==> src/rtl/rr_arbiter_8.sv <==
// Round-robin arbiter: grants one of 8 requesters, holds until release, then rotates priority.
// Optional hold-timeout forced release enabled by defining ARB_TIMEOUT_EN.
module rr_arbiter_8 #(
    parameter int unsigned HOLD_MAX = 16
) (
    input  logic       clk,
    input  logic       rst_n,
    input  logic [7:0] req,
    input  logic       done,
    output logic [7:0] gnt,
    output logic [2:0] gnt_idx,
    output logic       gnt_vld,
    output logic [2:0] ptr,
    output logic       tmo
);

    localparam int unsigned N     = 8;
    localparam int unsigned IDX_W = 3;

    if (HOLD_MAX < 2 || HOLD_MAX > 255) begin : g_hold_range
        $error("rr_arbiter_8: HOLD_MAX must be in 2..255");
    end

    typedef enum logic {
        IDLE = 1'b0,
        BUSY = 1'b1
    } state_t;

    state_t           state;
    state_t           state_nxt;
    logic [N-1:0]     gnt_nxt;
    logic [IDX_W-1:0] idx_nxt;
    logic             vld_nxt;
    logic [IDX_W-1:0] ptr_nxt;

    logic             found_c;
    logic [IDX_W-1:0] win_c;
    logic [IDX_W-1:0] cand_c;
    logic             release_c;
    logic             drop_c;

`ifdef ARB_TIMEOUT_EN
    localparam int unsigned CNT_W = 8;
    localparam logic [CNT_W-1:0] HOLD_LAST = CNT_W'(HOLD_MAX - 1);

    logic [CNT_W-1:0] cnt;
    logic [CNT_W-1:0] cnt_nxt;
    logic             tmo_nxt;
    logic             timeout_c;

    // Owner-driven release wins over the timeout on the same cycle.
    assign timeout_c = (cnt == HOLD_LAST) && !release_c;
    assign drop_c    = release_c || timeout_c;
`else
    assign tmo    = 1'b0;
    assign drop_c = release_c;
`endif

    assign release_c = done || !req[gnt_idx];

    // First set request at or after ptr, wrapping modulo 8.
    always_comb begin
        found_c = 1'b0;
        win_c   = '0;
        cand_c  = '0;
        for (int unsigned i = 0; i < N; i++) begin
            cand_c = ptr + IDX_W'(i);
            if (!found_c && req[cand_c]) begin
                found_c = 1'b1;
                win_c   = cand_c;
            end
        end
    end

    // Next-state and next-output logic.
    always_comb begin
        state_nxt = state;
        gnt_nxt   = gnt;
        idx_nxt   = gnt_idx;
        vld_nxt   = gnt_vld;
        ptr_nxt   = ptr;
`ifdef ARB_TIMEOUT_EN
        cnt_nxt   = cnt;
        tmo_nxt   = 1'b0;
`endif
        case (state)
            IDLE: begin
                if (found_c) begin
                    gnt_nxt   = N'(1) << win_c;
                    idx_nxt   = win_c;
                    vld_nxt   = 1'b1;
                    state_nxt = BUSY;
`ifdef ARB_TIMEOUT_EN
                    cnt_nxt   = '0;
`endif
                end
            end
            BUSY: begin
                if (drop_c) begin
                    gnt_nxt   = '0;
                    idx_nxt   = '0;
                    vld_nxt   = 1'b0;
                    ptr_nxt   = gnt_idx + IDX_W'(1);
                    state_nxt = IDLE;
`ifdef ARB_TIMEOUT_EN
                    tmo_nxt   = timeout_c;
`endif
                end
`ifdef ARB_TIMEOUT_EN
                else begin
                    cnt_nxt = cnt + CNT_W'(1);
                end
`endif
            end
            default: begin
                state_nxt = IDLE;
                gnt_nxt   = '0;
                idx_nxt   = '0;
                vld_nxt   = 1'b0;
            end
        endcase
    end

    always_ff @(posedge clk or negedge rst_n) begin
        if (!rst_n) begin
            state   <= IDLE;
            gnt     <= '0;
            gnt_idx <= '0;
            gnt_vld <= 1'b0;
            ptr     <= '0;
`ifdef ARB_TIMEOUT_EN
            cnt     <= '0;
            tmo     <= 1'b0;
`endif
        end else begin
            state   <= state_nxt;
            gnt     <= gnt_nxt;
            gnt_idx <= idx_nxt;
            gnt_vld <= vld_nxt;
            ptr     <= ptr_nxt;
`ifdef ARB_TIMEOUT_EN
            cnt     <= cnt_nxt;
            tmo     <= tmo_nxt;
`endif
        end
    end

endmodule
==> config.mk <==
export PLATFORM = sky130hd
export DESIGN_NAME = rr_arbiter_8
export DESIGN_NICKNAME = d
export VERILOG_FILES = /design/src/rtl/rr_arbiter_8.sv
export SDC_FILE = /design/constraint.sdc
export NUM_CORES = 1
export LEC_CHECK = 0
export ABC_AREA = 1
export CAP_MARGIN = 30
export CELL_PAD_IN_SITES_DETAIL_PLACEMENT = 1
export CELL_PAD_IN_SITES_GLOBAL_PLACEMENT = 2
export CORE_MARGIN = 2
export CORE_UTILIZATION = 31
export DETAILED_ROUTE_END_ITERATION = 10
export GPL_ROUTABILITY_DRIVEN = 0
export MAX_ROUTING_LAYER = met4
export PLACE_DENSITY = 0.95
export SLEW_MARGIN = 20
export SYNTH_ARGS = -nofsm -noshare
export SYNTH_HDL_FRONTEND = slang
export SYNTH_SLANG_ARGS = --single-unit
==> constraint.sdc <==
create_clock -name clk -period 6.8 [get_ports clk]
set_input_delay 1.7 -clock clk [delete_from_list [all_inputs] [get_ports clk]]
set_output_delay 1.7 -clock clk [all_outputs]
set_load 0.01 [all_outputs]
==> results of run 1 <==
-- metrics by stage --
stage                     area (µm²)   util  setup slack [ps]  hold WS (ps)
after global placement          1910  0.377              2890           470
after floorplan                 1620      -              3800           471
final                           1950  0.385              3120           498
after CTS                       1950  0.385              3120           499
after global routing            1950  0.385              2860           519
after detailed placement        1910  0.377              2860           480
-- cell type report --
class	count	area [µm²]	share of cell area
multi-input cells	197	1070	0.550
flip-flops and latches	16	400	0.205
repair buffers	25	250	0.128
inverters	26	98.8	0.0506
well taps	70	87.6	0.0448
clock buffers	3	41.3	0.0211
-- state kept, by name, summed over array words and instances, names as in the netlist --
| register | flops |
|---|---|
| gnt | 8 |
| gnt_idx | 3 |
| ptr | 3 |
| gnt_vld | 1 |
| state | 1 |
-- layer usage --
metal  up-vias  wire (µm)
met3         9        116
met4         0         95
met1       807       2430
li1        847          -
met2        26       2440
met5         -          0
-- synthesized netlist by cell type, drive strengths merged --
| cell | number |
|---|---|
| conb | 1 |
| buf | 5 |
| nand3 | 43 |
| xnor2 | 3 |
| nor2 | 20 |
| and2 | 1 |
| inv | 23 |
| nand4 | 7 |
| dfrtp | 16 |
| nand2 | 92 |
| xor2 | 1 |
| a21oi | 1 |
| o21ai | 17 |
| ha | 3 |
| o22ai | 1 |
| clkinv | 3 |
| mux2i | 2 |
| o21bai | 2 |
| nand3b | 1 |
| o221ai | 2 |
-- logic make-up (layout without fill, tap and decap cells) --
kind of cell | count (synthesis) | after routing
compound gates | 23 | 23
xor+xnor | 4 | 4
fa+ha+maj | 3 | 3
buf+inv | 31 | 54
flops | 16 | 16
mux | 2 | 2
other cells | 1 | 1
simple gates | 164 | 164
-- how the worst max path moves through the flow --
| stage | cells after the start | to |
|---|---|---|
| finish | 15 | gnt[1] |
| global route | 15 | gnt[2] |
| CTS | 15 | gnt[1] |
| detailed placement | 15 | gnt[1] |
| global placement | 12 | gnt[1] |
| floorplan | 13 | gnt[4] |
-- critical path, stage by stage --
cell and delay, ps:
clkdlybuf4s50_1 520, nand2_1 90, nand3_1 180, nand2_1 110, nand2_1 70, nand2_1 90, nor2_1 150, nand2_1 80
nand2_1 70, nand3_1 100, nor2_1 100, nand3_1 80, nor2_1 220, nand2_1 140, o21ai_1 150
==> metrics.csv, run 1 <==
metric,value,unit
clk_skew,2.23,ps
CTS Sinks,16,
Worst Tran Pin Value,713,ps
P&R area growth vs syn,20.9,%
CP Capture Type,flip-flop,
"commonest non-fill, non-tap cells in the layout","nand2_1 (84), nand3_1 (35), clkdlybuf4s50_1 (25)",
num rows,26,
die height,76.2,µm
startpoint types,primary input,
pin count of the biggest net entering global routing,17,
"Seq/Total Area, Yosys",0.248,
Fin Setup TNS,0,ps
diodes inserted,0,
"area leader, netlist",dfrtp_1,
Setup Viol. Count Final,0,
Min-Delay Path Depth,2,
GRT Overall Usage,0.195,
beginning of the critical path,req[0],
Via-to-Cell Ratio,5.01,
met3 Use GR,0.0118,
# DRC,0,
Finished Layout Cells,337,
Synth Area in XOR/XNOR,0.0263,
largest family of logic cells by synthesized area,simple AND/OR/NAND/NOR gates,
RSZ-0062 raised after global routing,no,
# IOs,27,
Crit Path Category,in2reg,
largest cells by area after synthesis,"dfrtp_1 (25%), nand2_1 (20%), nand3_1 (11%), nand3_2 (4.3%), inv_1 (3.7%)",
CTS resizes,0,
Syn Inst Count,244,
total grt overflow,0,
post-synth cell types,33,
Pins Over Slew Limit,0,
DIE AREA,5800,µm²
fin crit share,0.541,
Initial Util,0.318,
"most common cell after layout, fill and taps aside",nand2_1,
hold endpoint,gnt[5],
setup bufs post-CTS,0,
GR Util met2,0.330,
antenna violations before repair,0,
clk buf depth,2,
final hold vios,0,
via count,1689,
Num CTS Buffers,3,
synthesized flop and latch total,16,
Required @ worst endpoint,6980,ps
hold_sp,gnt[5],
global-route wire length before repair,8980,µm
Compound-Gate Fraction of Synth Area,0.0914,
Most Crowded Layer GR,met2,
Yosys top cell area share,0.248,
CTS tree,done,
"antenna viol nets, final",0,
Max Clock Freq,272,MHz
nets,283,
CTS H-tree depth,1,
Clock Tree Root,clkbuf_8,
Max Fanout on Critical Path,3,
Placed Instances,334,
Worst EP arrival,3860,ps
Worst-path clk slew,60,ps
status,"finished, final reports clean",
Mapped Area,1620,µm²
Hold/Removal Path Class,reg2reg,
Period minus WS final,3680,ps
wire per inst,15.1,µm
r2r endpoint,gnt[1],
FF-to-FF Start,ptr[0],
mux contribution to synthesized area,0.0124,
fillcell total,693,
Worst slew margin,0.523,
vias in the first global route,1844,
Hold Buf Count CTS,0,
Die X,76.2,µm
total core area,5070,µm²
drt pass-1 iters,4,
layout cell share with drive strength beyond 1,0.142,
Buffers on Ports,25,
Initial DRC Count,61,
Avg Inst Size Synth,6.62,µm²
latest clock arrival within the worst-skew pair,260,ps
Adder-Cell Fraction of Synth Area,0.0232,
WL final,5080,µm
Worst R2R Setup Slack,3570,ps
met1 Usage GRT,0.247,
post-detail-place hpwl,4060,µm
worst r2r path cells,16,
Mapped Nets,258,
max-cap viol count,0,
Ys Warns,0,
post-synthesis simple-gate area fraction,0.510,
Power of run 1 is left out: the tool's default activity adds up to more than one toggle a clock period on the data nets, which glitch-free logic cannot reach.
==> inputs of run 2 (changes only) <==
--- a/config.mk
+++ b/config.mk
@@ -10,11 +10,11 @@
 export CELL_PAD_IN_SITES_DETAIL_PLACEMENT = 1
 export CELL_PAD_IN_SITES_GLOBAL_PLACEMENT = 2
 export CORE_MARGIN = 2
-export CORE_UTILIZATION = 31
+export CORE_UTILIZATION = 29
 export DETAILED_ROUTE_END_ITERATION = 10
 export GPL_ROUTABILITY_DRIVEN = 0
 export MAX_ROUTING_LAYER = met4
-export PLACE_DENSITY = 0.95
+export PLACE_DENSITY = 0.9
 export SLEW_MARGIN = 20
 export SYNTH_ARGS = -nofsm -noshare
 export SYNTH_HDL_FRONTEND = slang
==> constraint.sdc (replaced) <==
create_clock -name clk -period 3.83 [get_ports clk]
set_input_delay 0.9575 -clock clk [delete_from_list [all_inputs] [get_ports clk]]
set_output_delay 0.9575 -clock clk [all_outputs]
set_load 0.01 [all_outputs]
==> run 2 against run 1 <==
Register-to-register slack worse by 2800 ps; largest cell class unchanged; non-clock buffer count is 1 higher; cell count is 1.2% higher; hold slack worse by 6.2 ps; routed wire length is 5.7% lower; global-route usage is 2.5 points lower.
==> metrics.csv, run 2 (same netlist as run 1, synthesis figures left out) <==
metric,value,unit,change
diodes inserted,0,,unchanged
via count,1686,,was 1689
post-detail-place hpwl,3860,µm,was 4060 µm
max FFs per register,8,,unchanged
vias in the first global route,1700,,was 1844
Num CTS Buffers,3,,unchanged
DIE AREA,6180,µm²,was 5800 µm²
Max Fanout on Critical Path,11,,was 3
Die X,78.6,µm,was 76.2 µm
Setup Viol. Count Final,0,,unchanged
Hold/Removal Path Class,reg2reg,,unchanged
final worst slack,731,ps,was 3120 ps
CTS Sinks,16,,unchanged
largest register by flop count,gnt,,unchanged
Initial Util,0.297,,was 0.318
WL final,4790,µm,was 5080 µm
RSZ-0062 raised after global routing,no,,unchanged
GRT Overall Usage,0.170,,was 0.195
Period minus WS final,3100,ps,
CTS H-tree depth,1,,unchanged
startpoint types,flip-flop,,was primary input
latest clock arrival within the worst-skew pair,250,ps,was 260 ps
Worst EP arrival,3270,ps,was 3860 ps
top flop regs,"gnt (8), gnt_idx (3), ptr (3)",,unchanged
"commonest non-fill, non-tap cells in the layout","nand2_1 (84), nand3_1 (35), clkdlybuf4s50_1 (25)",,unchanged
Pins Over Slew Limit,0,,unchanged
# DRC,0,,unchanged
# IOs,27,,unchanged
total grt overflow,0,,unchanged
pin count of the biggest net entering global routing,17,,unchanged
Initial DRC Count,61,,unchanged
P&R area growth vs syn,22.4,%,was 20.9%
Crit Path Category,reg2reg,,was in2reg
hold_sp,gnt_vld,,was gnt[5]
Worst-path clk slew,60,ps,about the same
"most common cell after layout, fill and taps aside",nand2_1,,unchanged
Fin Setup TNS,0,ps,unchanged
final hold vios,0,,unchanged
drt pass-1 iters,4,,unchanged
layout cell share with drive strength beyond 1,0.149,,was 0.142
fin crit share,0.809,,
antenna violations before repair,0,,unchanged
Setup WS pre-CTS,683,ps,was 2860 ps
Hold WS,492,ps,was 498 ps
nets,284,,was 283
max-cap viol count,0,,unchanged
Worst slew margin,0.514,,was 0.523
Max Clock Freq,323,MHz,
clk buf depth,2,,unchanged
setup bufs post-CTS,0,,unchanged
status,"finished, final reports clean",,unchanged
wire per inst,14.0,µm,was 15.1 µm
"antenna viol nets, final",0,,unchanged
CTS tree,done,,unchanged
final core occ,0.363,,was 0.385
Required @ worst endpoint,4000,ps,was 6980 ps
Buffers on Ports,25,,unchanged
CTS resizes,0,,unchanged
die height,78.6,µm,was 76.2 µm
CP Capture Type,flip-flop,,unchanged
num rows,27,,was 26
Clock Tree Root,clkbuf_8,,unchanged
Via-to-Cell Ratio,4.94,,was 5.01
FF-to-FF Start,ptr[1],,was ptr[0]
beginning of the critical path,ptr[1],,was req[0]
Worst Tran Pin Value,727,ps,was 713 ps
global-route wire length before repair,8270,µm,was 8980 µm
Hold Buf Count CTS,0,,unchanged
total core area,5440,µm²,was 5070 µm²
clk_skew,1.05,ps,was 2.23 ps
==> run 2: cell count changes in the layout (fill, tap and decap cells not counted) <==
cell | previous run | this run
buf_4 | 0 | 1
clkbuf_8 | 3 | 4
==> run 2: worst max-delay path, stage by stage (launching register included) <==
cell	delay (ps)
dfrtp_1	640
inv_2	220
ha_1	520
inv_2	160
nand3_1	180
nand2_1	100
nand2_1	70
nand2_1	80
nor2_1	180
nand2_1	80
nand2_1	70
nand3_1	70
nor2_1	90
nand3_1	70
nor2_1	210
nand2_1	130
o21ai_1	150
==> run 2: final timing paths <==
check	end	cells past startpoint	slack, ps
min reg2reg	gnt_vld	2	490
min in group asynchronous	gnt[2]	1	1140
max reg2reg	gnt[0]	16	730
max	gnt[0]	16	730
max in group asynchronous	ptr[1]	1	2230
min	gnt_vld	2	490
==> run 2: metrics by stage <==
stage          area (µm²)  instances
3_5_place_dp         1920        337
5_1_grt              1980        341
4_1_cts              1980        341
2_1_floorplan        1620        244
6_report             1980        341
3_3_place_gp         1920        337
==> run 2: layout make-up <==
cell class / count / area (µm²)
inverters: 26 / 98.8
flip-flops and latches: 16 / 400
multi-input cells: 197 / 1070
well taps: 72 / 90.1
fillers: 708 / 3460
clock buffers: 4 / 55.1
repair buffers: 26 / 258
==> run 2: metal layers <==
layer  up-vias  wire length [µm]  global-route usage
li1        845                 -                   -
met1       809              2380               0.233
met2        28              2300               0.285
met3         4                90             0.00690
met4         0                26              0.0263
met5         -                 0                   -
Power of run 2 is left out for the same reason.
==> inputs of run 3 (changes only) <==
==> constraint.sdc (replaced) <==
create_clock -name clk -period 3.1 [get_ports clk]
set_input_delay 0.775 -clock clk [delete_from_list [all_inputs] [get_ports clk]]
set_output_delay 0.775 -clock clk [all_outputs]
set_load 0.01 [all_outputs]
==> run 3 against run 2 <==
Design area increased by 1.5%; utilization is 0.55 points higher; clock skew is essentially flat; worst setup slack worse by 320 ps; hold slack gained 1.5 ps; cell count rose by 1.2%; critical path depth fell by 2; register-to-register slack lost 200 ps; routed wire length grew 2.5%.
==> metrics.csv, run 3 (same netlist as run 1, synthesis figures left out) <==
metric,value,unit,change
WL final,4910,µm,was 4790 µm
wire per inst,14.2,µm,was 14.0 µm
Hold WS,494,ps,was 492 ps
pin count of the biggest net entering global routing,17,,unchanged
Via-to-Cell Ratio,4.94,,about the same
vias in the first global route,1870,,was 1700
Initial DRC Count,60,,was 61
hold endpoint,gnt[7],,was gnt_vld
"commonest non-fill, non-tap cells in the layout","nand2_1 (84), nand3_1 (35), clkdlybuf4s50_1 (25)",,unchanged
top flop regs,"gnt (8), gnt_idx (3), ptr (3)",,unchanged
status,"finished, final reports clean",,unchanged
Worst R2R Setup Slack,530,ps,was 730 ps
Max Fanout on Critical Path,7,,was 11
Required @ worst endpoint,3220,ps,was 4000 ps
# IOs,27,,unchanged
Placed Instances,341,,was 337
CTS resizes,0,,unchanged
setup bufs post-CTS,0,,unchanged
Die X,78.6,µm,unchanged
Setup Viol. Count Final,0,,unchanged
Finished Layout Cells,345,,was 341
Hold/Removal Path Class,reg2reg,,unchanged
layout cell share with drive strength beyond 1,0.161,,was 0.149
Max Clock Freq,371,MHz,
hold_sp,gnt[7],,was gnt_vld
diodes inserted,0,,unchanged
Initial Util,0.297,,unchanged
total grt overflow,0,,unchanged
GRT Overall Usage,0.177,,was 0.170
total core area,5440,µm²,unchanged
r2r endpoint,gnt_idx[2],,was gnt[0]
CTS H-tree depth,1,,unchanged
Crit Path Category,in2reg,,was reg2reg
WL met1,2300,µm,was 2380 µm
via count,1706,,was 1686
P&R area growth vs syn,24.2,%,was 22.4%
Buffers on Ports,25,,unchanged
drt pass-1 iters,4,,unchanged
final hold vios,0,,unchanged
Worst Tran Pin Value,711,ps,was 727 ps
global-route wire length before repair,8600,µm,was 8270 µm
Min-Delay Path Depth,2,,unchanged
FF-to-FF Start,ptr[0],,was ptr[1]
max-cap viol count,0,,unchanged
antenna violations before repair,0,,unchanged
clk buf depth,2,,unchanged
startpoint types,primary input,,was flip-flop
num rows,27,,unchanged
CTS tree,done,,unchanged
CP Capture Type,flip-flop,,unchanged
"most common cell after layout, fill and taps aside",nand2_1,,unchanged
die height,78.6,µm,unchanged
max FFs per register,8,,unchanged
Num CTS Buffers,3,,unchanged
Clock Tree Root,clkbuf_8,,unchanged
highest routing layer actually used,met4,,unchanged
clk_skew,0.589,ps,was 1.05 ps
post-detail-place hpwl,4070,µm,was 3860 µm
Fin Setup TNS,0,ps,unchanged
nets,288,,was 284
latest clock arrival within the worst-skew pair,240,ps,was 250 ps
DIE AREA,6180,µm²,unchanged
Period minus WS final,2690,ps,
Pins Over Slew Limit,0,,unchanged
routed wl met3,142,µm,was 90 µm
RSZ-0062 raised after global routing,no,,unchanged
wire length on met2,2410,µm,was 2300 µm
Worst EP arrival,2810,ps,was 3270 ps
largest register by flop count,gnt,,unchanged
fillcell total,719,,was 708
fin crit share,0.869,,
Hold Buf Count CTS,0,,unchanged
CTS Sinks,16,,unchanged
worst r2r path cells,14,,was 16
Worst slew margin,0.525,,was 0.514
"antenna viol nets, final",0,,unchanged
# DRC,0,,unchanged
Worst-path clk slew,60,ps,about the same
## run 3: cell types whose count changed in the layout (fill, tap and decap cells not counted), sizes merged
cell  delta
buf      +4
## run 3: cell type report
cell class / instances / area, µm² / share of cell area
timing repair buffer: 30 / 288 / 0.143
sequential: 16 / 400 / 0.200
tap: 72 / 90.1 / 0.0449
clock buffer: 4 / 55.1 / 0.0274
inverter: 26 / 98.8 / 0.0493
multi-input combinational: 197 / 1070 / 0.536
## run 3: stage by stage
stage / utilization / instance area (µm²) / setup slack, ps
2_1_floorplan: - / 1620 / 720
3_3_place_gp: 0.359 / 1950 / 208
3_5_place_dp: 0.359 / 1950 / 174
4_1_cts: 0.369 / 2010 / 408
5_1_grt: 0.369 / 2010 / 137
6_report: 0.369 / 2010 / 407
## run 3: metal layers
| layer | up-vias | global-route usage |
|---|---|---|
| met2 | 33 | 0.306 |
| met3 | 9 | 0.0126 |
| met1 | 811 | 0.226 |
| li1 | 853 | - |
| met5 | - | - |
| met4 | 0 | 0.0421 |
## run 3: worst max-delay path, stage by stage
cell             delay [ps]
clkdlybuf4s50_1         520
nand2_1                  90
nand3_1                 140
nand2_1                  90
nand2_1                  80
nand2_2                 140
nor2_1                  150
nand3_1                  80
nand2_1                  90
nand3_1                  80
a21oi_1                 230
nand2_1                 140
nand3_4                 120
o21ai_1                 100
## run 3: worst max-delay path by stage
stage / depth (start not counted) / endpoint / slack (ps) / startpoint
floorplan: 16 / gnt[4] / 720 / ptr[0]
global placement: 14 / gnt_idx[2] / 210 / req[5]
detailed placement: 15 / gnt[4] / 170 / req[0]
CTS: 15 / gnt[1] / 410 / req[0]
global route: 15 / gnt[1] / 140 / req[5]
finish: 14 / gnt_idx[2] / 410 / req[5]
Power of run 3 is left out for the same reason.
